**src/rtl/seq_det_arbiter.sv**
```systemverilog
// Round-robin arbiter that time-shares one serial pattern detector between two
// bit-stream sources, one FRAME_LEN-bit frame per grant, reporting matches per frame.
module seq_det_arbiter #(
   parameter int                 WIDTH           = 4,
   parameter int                 FRAME_LEN       = 8,
   parameter int                 CNT_W           = 4,
   parameter logic [WIDTH-1:0]   DEFAULT_PATTERN = WIDTH'(4'b1101)
) (
   input  logic             clk,
   input  logic             rst,
   input  logic [1:0]       req,
   input  logic             x0,
   input  logic             x1,
   input  logic             cfg_we,
   input  logic [WIDTH-1:0] cfg_pattern,
   output logic [1:0]       gnt,
   output logic [WIDTH-1:0] seq,
   output logic             z,
   output logic [CNT_W-1:0] match_cnt,
   output logic             done,
   output logic             done_id
);

   localparam int BCW = (FRAME_LEN < 2) ? 1 : $clog2(FRAME_LEN + 1);

   typedef enum logic [1:0] {IDLE, RUN, DONE} state_t;

   state_t           state, state_nxt;
   logic [WIDTH-1:0] target;
   logic [BCW-1:0]   bitcnt;
   logic             last;
   logic             pick;
   logic             x_sel;
   logic [WIDTH-1:0] seq_nxt;
   logic             hit;
   logic             last_bit;

   always_ff @(posedge clk) begin
      if (rst) state <= IDLE;
      else     state <= state_nxt;
   end

   always_comb begin
      state_nxt = state;
      // with both requesting, the source not served last time wins
      pick      = (req == 2'b11) ? ~last : req[1];
      x_sel     = gnt[0] ? x0 : x1;
      seq_nxt   = {seq[WIDTH-2:0], x_sel};
      hit       = (seq_nxt == target);
      last_bit  = (bitcnt == BCW'(FRAME_LEN - 1));
      case (state)
         IDLE:    if (|req) state_nxt = RUN;
         RUN:     if (last_bit) state_nxt = DONE;
         DONE:    state_nxt = IDLE;
         default: state_nxt = IDLE;
      endcase
   end

   always_ff @(posedge clk) begin
      if (rst) begin
         gnt       <= '0;
         seq       <= '0;
         z         <= 1'b0;
         match_cnt <= '0;
         done      <= 1'b0;
         done_id   <= 1'b0;
         target    <= DEFAULT_PATTERN;
         bitcnt    <= '0;
         last      <= 1'b1;
      end else begin
         case (state)
            IDLE: begin
               z <= 1'b0;
               if (cfg_we) target <= cfg_pattern;
               if (|req) begin
                  gnt       <= pick ? 2'b10 : 2'b01;
                  seq       <= '0;
                  match_cnt <= '0;
                  bitcnt    <= '0;
                  last      <= pick;
               end
            end
            RUN: begin
               seq    <= seq_nxt;
               z      <= hit;
               bitcnt <= bitcnt + BCW'(1);
               if (hit && match_cnt != {CNT_W{1'b1}})
                  match_cnt <= match_cnt + CNT_W'(1);
               if (last_bit) begin
                  gnt     <= '0;
                  done    <= 1'b1;
                  done_id <= gnt[1];
               end
            end
            DONE: begin
               done <= 1'b0;
               z    <= 1'b0;
            end
            default: ;
         endcase
      end
   end

endmodule

```
**config.mk**
```make
export PLATFORM = sky130hd
export DESIGN_NAME = seq_det_arbiter
export DESIGN_NICKNAME = d
export VERILOG_FILES = /design/src/rtl/seq_det_arbiter.sv
export SDC_FILE = /design/constraint.sdc
export NUM_CORES = 1
export LEC_CHECK = 0
export CORE_MARGIN = 2
export CORE_UTILIZATION = 40
export CTS_CLUSTER_DIAMETER = 40
export DETAILED_ROUTE_END_ITERATION = 6
export GPL_TIMING_DRIVEN = 0
export PLACE_DENSITY_LB_ADDON = 0.1
export REMOVE_ABC_BUFFERS = 1
export SLEW_MARGIN = 10
export SYNTH_ARGS = -nofsm -noshare
export SYNTH_HDL_FRONTEND = slang
export SYNTH_SLANG_ARGS = --single-unit
```
**constraint.sdc**
```tcl
create_clock -name clk -period 1.4 [get_ports clk]
set_input_delay 0.14 -clock clk [delete_from_list [all_inputs] [get_ports clk]]
set_output_delay 0.14 -clock clk [all_outputs]
set_load 0.1 [all_outputs]
```
### Yosys cells after proc, flatten, opt, wreduce, memory -nomap -nowiden

Cells that the tools add are included.

* register bits: 24
* output and inout bits: 13

* add/sub/neg operators: 2
* equality and inequality tests: 9
* mux-type cells: 17
* bitwise gates (word level): 1
* reduce and logical (&&, ||, !) cells: 15

Operators by type and width (count)
* 4-bit one-hot mux with 2 select lines: 3
* 2-bit AND reduction: 6
* 2-bit 2-to-1 mux: 5
* 4-bit by 1-bit adder with 4-bit output (second input constant): 2
* 4-bit 2-to-1 mux: 2
* 2-bit one-hot mux with 2 select lines: 2
* 2-bit != test (second input constant): 3
* 3-bit AND reduction: 2
* 2-bit nonzero test: 3
* 2-bit equality test (second input constant): 2
* 4-bit by 3-bit equality test with 1-bit output (second input constant): 1
* 4-bit equality test: 1
* 4-bit != test (second input constant): 1
* 1-bit one-hot mux with 2 select lines: 2
* 2-bit OR reduction: 2
* 1-bit 2-to-1 mux: 3
* 2-bit by 1-bit equality test with 1-bit output (second input constant): 1
* 2-bit logical NOT: 1
* 1-bit logical AND: 1
* 1-bit NOT: 1

### Depth between registers and ports, before layout

* depth in word-level cells: 5
* mapped depth: 6

### Least setup slack after synthesis

Ideal clock, no wire load.

* path kind: flip-flop to flip-flop
* start: register gnt[0]
* end: register match_cnt[0]
* data arrival time: 2.102 ns
* required time: 1.277 ns
* setup slack: -0.826 ns
* cell stages (with the launch flop): 5
* buffers on the path: 0
* period minus slack after synthesis: 2.226 ns
* cell sequence: dfxtp_1 mux2i_2 xnor2_1 nor4_2 mux2_1

* word-level cells in the longest chain between the ends: 5

RTL lines
* from (decl): RTL line 16 `output logic [1:0] gnt,`
* from (signal assigned): RTL line 76 `gnt <= pick ? 2'b10 : 2'b01;`
* 1-bit 2-to-1 mux: RTL line 47 `x_sel = gnt[0] ? x0 : x1;`
* 4-bit equality test: RTL line 49 `hit = (seq_nxt == target);`
* 1-bit logical AND: RTL line 87 `if (hit && match_cnt != {CNT_W{1'b1}})`
* 2-bit != test (no source line)
* 3-bit AND reduction (no source line)
* to (signal assigned): RTL line 88 `match_cnt <= match_cnt + CNT_W'(1);`
* to (decl): RTL line 19 `output logic [CNT_W-1:0] match_cnt,`

Every way passes these cells.
A chain may end at the register's enable or synchronous reset.

### Worst setup path after layout

* start: register match_cnt[1]
* end: register match_cnt[0]

* word-level cells in the longest chain between the ends: 4

RTL lines (RTL line)
* 4-bit != test: 87
* 1-bit logical AND: 87
* 2-bit != test (no source line)
* 3-bit AND reduction (no source line)

Every way passes these cells.

==> results.toml <==
[status]
status = "complete, but fails checks"
violations = "negative setup slack"

[power]
ir_drop_v = 0.000598
power.leakage_nw = 0.640
powerDensity_nw_per_um2 = 855

[place]
hpwlAfterDp_microns = 1670
portBuffers = 23
dp_slack_ns = -0.585
gp_congestion = 0.704
post_dp_cell_area_sq_um = 1330
dp_cells = 171

[drt]
wl_per_cell_microns = 14.4
first_iter_violations = 18
postRouteWirelength_microns = 2750
drt.antenna.violating_nets = 0
drc = 0
dr.pass1.iters = 4
vias = 1076
routed_via_density = 5.63

[floorplanning]
num_rows = 18
die_w_microns = 56.1
core_area_sq_um = 2520
dieArea_sq_um = 3150
initial_core_util = 0.431
pin_count = 24
die_h_microns = 56.1

[critical_path]
critPathRequiredTime_ns = 1.61
critical_path_class = "flop to flop"
arrival_ns = 1.68
slowest_delay_ns = 0.36
cp_num_buf_inv = 0
ff2ff_setup_slack_ns = -0.07
cp_max_fo = 4
cp-end-kind = "flop"
cp_top_family = "simple AND/OR/NAND/NOR gates"
path_cells = "ha_2 -> and3_1 -> nor4_4 -> mux2_1"
slowest_stage = "dfxtp_2"
worst_setup_path_start_kind = "flop"

[global_route]
grt.total_usage = 0.169
grt_overflow = 0
grt_pass1_vias = 1008
antenna_found_initial = 0
grt_max_degree = 28
grt_pass1_wl_microns = 4350

[timing]
maxSlewViolCount = 0
min_period_over_period = 1.05
worst_slew_pin_slew_ns = 0.995
setup_viol = 5
slew_headroom = 0.336
worst_hold_slack_ns = 0.362
finalClockSkew_ns = 0.00347
setup_tns_ns = -0.236
fmax_mhz = 681
period_needed_ns = 1.47
layout_setup_ws_ns = -0.0676
rsz0062_at_grt = "yes"
finalHoldViolCount = 0

[clocking]
cts.sinks = 24
htree_levels = 1
path_clk_slew_ns = 0.13
cts-buffers-inserted = 3
clk_path_buf_depth = 2
cts_tree = "yes"
cts_root_buf = "clkbuf_4"
worstSkewPairLatency_ns = 0.31

[synth]
postSynthAreaPerCell_sq_um = 8.69
ys_seq_elements = 24
syn_inst = 125
netlist_area_sq_um = 1090
yosys_warnings = 0
synth_edf_count = 0
synth_ff_type = "dfxtp_1"
synthDistinctLibCells = 36
synth_sequential_area_ratio = 0.442
async_reset_ff_frac = 0

[cells_and_area]
fin_cells = 191
diodes = 0
area_growth_pct = 49.5
finish.instance_area_sq_um = 1620
drive_above_1_share = 0.385
nets = 176

[worst_hold_path]
min_path_type = "primary input to flop"

[flow_run]
cap_violations = 0
==> worst paths after layout <==
path	startpoint	end	cells past startpoint
min	cfg_pattern[1]	target[1]$_SDFFE_PP0P_	3
max reg2reg	match_cnt[1]$_SDFFE_PP0P_	match_cnt[0]$_SDFFE_PP0P_	4
min reg2reg	seq[3]$_SDFFE_PP0P_	seq[3]$_SDFFE_PP0P_	2
max	match_cnt[1]$_SDFFE_PP0P_	match_cnt[0]$_SDFFE_PP0P_	4
==> metal layers <==
layer | vias up | GRT usage | part of all wire
met5 | - | 0 | 0
met2 | 41 | 0.279 | 0.49
met1 | 506 | 0.221 | 0.44
li1 | 525 | - | -
met4 | 0 | 0.0612 | 0.015
met3 | 4 | 0.0302 | 0.056
==> area by class of cell <==
type / count / area (sq um)
fillers: 222 / 898
multi-input cells: 92 / 729
flip-flops and latches: 24 / 512
repair buffers: 40 / 315
well taps: 30 / 37.5
clock buffers: 3 / 22.5
inverters: 2 / 7.51
==> through the flow <==
stage	util	total power [mW]
2_1_floorplan	-	0.894
3_3_place_gp	0.525	0.976
3_5_place_dp	0.525	0.982
4_1_cts	0.599	1.36
5_1_grt	0.644	1.45
6_report	0.644	1.39
==> cell usage after synthesis (2+ instances only) <==
cell       n  share of area
xnor2_1    4          0.032
or3_1      2          0.012
nor2_1     9          0.031
nand4_1    2          0.012
nand3_1   11          0.051
dfxtp_1   24           0.44
nand3b_1   4          0.028
o21ai_0    2         0.0092
a211o_1    3          0.024
o21ai_1    2         0.0092
and3_1     6          0.035
nand2_1    9          0.031
buf_2      2         0.0092
a21oi_1   15          0.069
inv_1      2         0.0069
mux2i_1    2          0.018
clkbuf_1   5          0.017
ha_1       2          0.023
o21bai_1   2          0.014
==> placed cells by master (no fill, tap or decap), drive strengths merged <==
cell type,count
nand4,2
o31ai,1
nand2,9
clkdlybuf4s18,2
nor3b,1
nand3,11
dfxtp,24
o32ai,1
a31oi,1
and3,6
or3,2
ha,2
nand3b,4
or2,1
o211ai,1
mux2i,3
a21oi,15
nor2b,1
inv,2
o21bai,2
clkdlybuf4s50,9
dlygate4sd2,1
mux2,1
nor3,1
buf,24
clkdlybuf4s15,1
o21ai,4
nor2,9
a211o,3
nand2b,1
or4,1
xnor2,4
and3b,1
o31a,1
clkbuf,6
nor4,2
a21o,1
==> worst register-to-register path: stages (launching register included) <==
cell and delay (ns):
dfxtp_2 0.36, ha_2 0.20, and3_1 0.22, nor4_4 0.25, mux2_1 0.34
==> flip-flops by register name, summed over array words and instances (netlist names) <==
register   count
bitcnt         4
match_cnt      4
seq            4
target         4
gnt            2
state          2
done           1
done_id        1
last           1
z              1
==> power breakdown <==
part	internal, mW	leakage (nW)	switching [mW]
registers	0.707	0.202	0.0349
logic	0.157	0.424	0.186
clock network	0.101	0.0138	0.204
==> cell families after synthesis <==
kind of cell	after synthesis	share of synthesized area
buf+inv	9	0.0334
fa+ha+maj	2	0.0230
mux	4	0.0415
simple gates	52	0.259
flops	24	0.442
xor+xnor	4	0.0323
compound gates	30	0.168
==> timing repair <==
item	in CTS	in global routing
buffers inserted	10	7
setup endpoints to repair	33	15
pin swaps	6	3
hold buffers	0	0
gates resized for setup	88	21
(Power assumes the default switching activity.)
==> RTL edit 1: new RTL, same flow settings <==
The 3 states of `state_t` get a one-hot encoding in 3 bits.
--- a/src/rtl/seq_det_arbiter.sv
+++ b/src/rtl/seq_det_arbiter.sv
@@ -23,7 +23,7 @@
 
    localparam int BCW = (FRAME_LEN < 2) ? 1 : $clog2(FRAME_LEN + 1);
 
-   typedef enum logic [1:0] {IDLE, RUN, DONE} state_t;
+   typedef enum logic [2:0] {IDLE = 3'b001, RUN = 3'b010, DONE = 3'b100} state_t;
 
    state_t           state, state_nxt;
    logic [WIDTH-1:0] target;
Formal check against the unedited RTL: no difference found for any inputs over 10 cycles, from zero or initial values and one cycle with rst high; not proved beyond that.
==> RTL edit 1 against the unedited design <==
The flow still finishes with violations (setup timing). Final area grew 7.0%. Core utilization shrank 2.4 points. Sequential cell count grew 1. Worst setup slack lost 51 ps. Sequential power grew 4.2%. Wire length grew 18%. Total power grew 13%. Fmax shrank 3.4%. Synthesized area grew 10%. Cell count grew 7.9%. Critical path type unchanged. Largest power group unchanged.
==> RTL edit 1: results (changes against the unedited design) <==
metric;value;unit;change
status;complete, but fails checks;;
violations;setup timing;;
yosysUniqueCellTypes;37;;+2.8%
via_per_inst;5.79;;+2.8%
dpl.hpwl;1.85;mm;+11%
crit_fanout;4;;unchanged
setup_viol;9;;+4
hp-class;input port to register;;
firstDrtPassIters;4;;unchanged
place_congestion;0.781;;+11%
cts_buffers;3;;unchanged
nFillCells;256;;+15%
fin_nets;189;;+7.4%
h-tree-depth;1;;unchanged
netlist_top_cells_count;dfxtp_1, a21oi_1, nand2_1, o21ai_0;;
relSlewSlack;0.369;;+0.0322
ys_top_cells_by_area;dfxtp_1, a21oi_1, o21ai_0;;
fin_ws;-119;ps;-51.0 ps
p_leak;0.688;nW;+7.6%
clk_latency;330;ps;+20 ps
post-place-ws;-609;ps;-24.2 ps
antenna_cells;0;;unchanged
grt_max_degree;26;;-7.1%
place_area;0.00142;mm^2;+7.4%
skew;3.33;ps;-0.132 ps
drive_above_1_share;0.371;;-0.0137
drt_iter0_markers;26;;+8
routed_wirelength;3.25;mm;+18%
switching_share;0.328;;+0.0225
worst_ir_drop_vdd;803;uV;+34%
grt_pass1_vias;1168;;+16%
arrival;1720;ps;+40 ps
grt_usage;0.197;;+0.0276
grt_pass1_wl;5.17;mm;+19%
ys_seq_area_frac;0.419;;-0.0235
[RTL edit 1: cell count changes after synthesis, moves of 4 or more]
cell     unedited run  this run
a31oi_1             1         5
nand3_1            11         7
o21ai_0             2        11
xnor2_1             4         0
xor2_1              0         4
[RTL edit 1: cell families after synthesis]
family,after synthesis,share of synthesized area
compound gates,44,0.227
xor+xnor,4,0.0293
fa+ha+maj,2,0.0209
buf+inv,10,0.0419
flops,25,0.419
mux,3,0.0251
simple gates,49,0.237
[RTL edit 1: final cells by class]
| type | count | area (um^2) | area share |
|---|---|---|---|
| Timing Repair Buffer | 42 | 337 | 0.194 |
| Sequential cell | 25 | 515 | 0.297 |
| Multi-Input combinational cell | 103 | 816 | 0.469 |
| Clock inverter | 1 | 5.00 | 0.00288 |
| Clock buffer | 3 | 22.5 | 0.0130 |
| Tap cell | 31 | 38.8 | 0.0223 |
| Inverter | 1 | 3.75 | 0.00216 |
[RTL edit 1: path summary, 6_finish.rpt]
path	from	end	slack (ps)	cells after the start
max	state[2]$_SDFFE_PP0P_	done_id$_SDFFE_PP0P_	-120	4
max reg2reg	state[2]$_SDFFE_PP0P_	done_id$_SDFFE_PP0P_	-120	4
min	cfg_pattern[1]	target[1]$_SDFFE_PP0P_	370	3
min reg2reg	seq[3]$_SDFFE_PP0P_	seq[3]$_SDFFE_PP0P_	480	2
[RTL edit 1: what timing repair did]
action | in CTS | in global routing
gates resized for setup | 80 | 28
cloned | 0 | 1
pin swaps | 7 | 9
buffers inserted | 16 | 3
endpoints found under the setup margin | 38 | 28
hold buffers | 0 | 0
[RTL edit 1: routing by layer]
| layer | vias to the layer above | wire length, um | track usage |
|---|---|---|---|
| met5 | - | 0 | 0 |
| met1 | 578 | 1330 | 0.222 |
| met2 | 25 | 1760 | 0.369 |
| met3 | 8 | 107 | 0.0396 |
| met4 | 0 | 44 | 0.0617 |
| li1 | 582 | - | - |
[RTL edit 1: worst max-delay path, stage by stage, from the launching register on]
cell	delay [ps]
dfxtp_4	370
or3b_4	430
or3_4	370
mux2i_1	170
nor2_1	50
[RTL edit 1: metrics by stage]
stage,setup TNS (ps),cells,utilization,power (mW),hold slack [ps]
CTS,-454,202,0.585,1.51,365
finish,-525,206,0.620,1.58,372
global placement,-15000,182,0.505,1.07,461
floorplan,-5240,128,-,0.979,209
global route,-1490,206,0.620,1.66,380
detailed placement,-13290,182,0.507,1.08,467
[RTL edit 1: power by group through the flow]
| stage | registers (mW) | clock network, mW | logic, mW |
|---|---|---|---|
| floorplan | 0.833 | 0 | 0.146 |
| global placement | 0.789 | 0 | 0.283 |
| detailed placement | 0.791 | 0 | 0.291 |
| CTS | 0.768 | 0.340 | 0.401 |
| global route | 0.779 | 0.383 | 0.495 |
| finish | 0.773 | 0.336 | 0.466 |
==> RTL edit 2: new RTL, same flow settings <==
Made on the original files. `WIDTH`: 4 -> 5.
--- a/src/rtl/seq_det_arbiter.sv
+++ b/src/rtl/seq_det_arbiter.sv
@@ -1,7 +1,7 @@
 // Round-robin arbiter that time-shares one serial pattern detector between two
 // bit-stream sources, one FRAME_LEN-bit frame per grant, reporting matches per frame.
 module seq_det_arbiter #(
-   parameter int                 WIDTH           = 4,
+   parameter int                 WIDTH           = 5,
    parameter int                 FRAME_LEN       = 8,
    parameter int                 CNT_W           = 4,
    parameter logic [WIDTH-1:0]   DEFAULT_PATTERN = WIDTH'(4'b1101)
Ports: changed (resized cfg_pattern and seq); port bits go from 24 to 26. No check against the original RTL was run, so the function may have changed too.
==> RTL edit 2 against the unedited design <==
The run still ends with setup timing left. Count of clock-buffer cells in the layout is the same. Largest power group unchanged. Sequential cell count grew 2. Wire length shrank 13%. Clock skew grew 5.9 ps. Highest routed layer unchanged. Total power shrank 4.6%. Synthesized area grew 6.3%. Final area shrank 11%. Worst setup slack lost 44 ps. Via count shrank 8.8%. Critical path type unchanged. Combinational power shrank 35%. First-iteration DRC count grew 33%. Cell count shrank 3.7%.
==> RTL edit 2: results (changes against the unedited design) <==
metric;value;unit;change
arrival;1770;ps;+90 ps
place_area;0.00142;mm^2;+7.5%
skew;9.37;ps;+5.90 ps
place_congestion;0.733;;+4.2%
worst_ir_drop_vdd;754;uV;+26%
worst_pin_slew;887;ps;-108 ps
post-place-ws;-473;ps;+112 ps
vias;981;;-8.8%
nFillCells;281;;+27%
placed_cells;177;;+3.5%
yosys.area_share.adder;0.0217;;-0.00137
r2r_cells;5;;+1
synth-compound-area-share;0.189;;+0.0203
setup_viol;3;;-2
wl_per_cell;13.0;um;-9.7%
yosys.area_share.xor_xnor;0.0531;;+0.0208
netlist_top_cells_count;dfxtp_1, nor2_1, a21oi_1, nand2_1, xor2_1;;
dpl.hpwl;1.71;mm;+2.7%
p_leak;0.594;nW;-7.1%
grt_pass1_wl;3.97;mm;-8.9%
tns;-324;ps;-88.6 ps
timing.hold.ws;376;ps;+13.7 ps
ys_top_cells_by_area;dfxtp_1, nor2_1, xor2_1;;
grt_usage;0.154;;-0.0151
port_buffers;25;;+8.7%
grt_pass1_vias;870;;-14%
fin_ws;-112;ps;-44.5 ps
drive_above_1_share;0.229;;-0.156
ys_seq_area_frac;0.451;;+0.00831
multi_input_area;628;um^2;-14%
via_per_inst;5.33;;-5.4%
violations;setup timing;;
yosysUniqueCellTypes;37;;+2.8%
synthMuxAreaShare;0.0379;;-0.00355
grt_max_degree;27;;-3.6%
status;complete, but fails checks;;
drt_iter0_markers;24;;+6
syn_area_per_cell;9.17;um^2;+5.5%
fin_nets;169;;-4.0%
==> RTL edit 2: cell count changes after synthesis, moves of 4 or more <==
cell     unedited run  this run
xnor2_1             4         0
nand3_1            11         4
xor2_1              0         7
a21oi_1            15         8
nor2_1              9        21
a22oi_1             0         5
==> RTL edit 2: area by class of cell <==
type	instances	share of cell area
sequential	26	0.365
timing repair buffer	29	0.154
inverter	1	0.00261
tap	31	0.0269
multi-input combinational	94	0.436
clock buffer	3	0.0156
==> RTL edit 2: worst max-delay path, delay by kind of cell, from the launching register on <==
family / cells / cell delay, ps
AND/OR/NAND/NOR: 1 / 180
AO/OA/AOI/OAI: 1 / 210
XOR/XNOR: 1 / 250
multiplexers: 2 / 430
flip-flops: 1 / 370
==> RTL edit 2: what timing repair did <==
item	CTS	global route
setup buffers	3	1
pin swaps	3	3
gates resized for setup	65	19
endpoints found under the setup margin	27	15
==> RTL edit 2: routing by layer <==
layer	global-route usage	part of all wire	wire, um	vias up
met3	0.0201	0.040	95	2
met4	0.0797	0.0096	23	0
met5	0	0	0	-
li1	-	-	-	503
met2	0.242	0.48	1140	24
met1	0.208	0.47	1130	452
==> RTL edit 2: cells by family after synthesis <==
group | after synthesis
DFF | 26
xor gates and xnor gates | 7
and+or+nand+nor | 51
AOI/OAI and AO/OA | 30
adders and majority gates | 2
muxes | 4
buffers and inverters | 6
==> RTL edit 2: power by group through the flow <==
| stage | clock network (mW) | registers (mW) | logic, mW |
|---|---|---|---|
| after detailed placement | 0 | 0.802 | 0.214 |
| final | 0.313 | 0.788 | 0.224 |
| after global routing | 0.353 | 0.792 | 0.243 |
| after CTS | 0.322 | 0.787 | 0.224 |
| after global placement | 0 | 0.801 | 0.210 |
| after floorplan | 0 | 0.847 | 0.0888 |
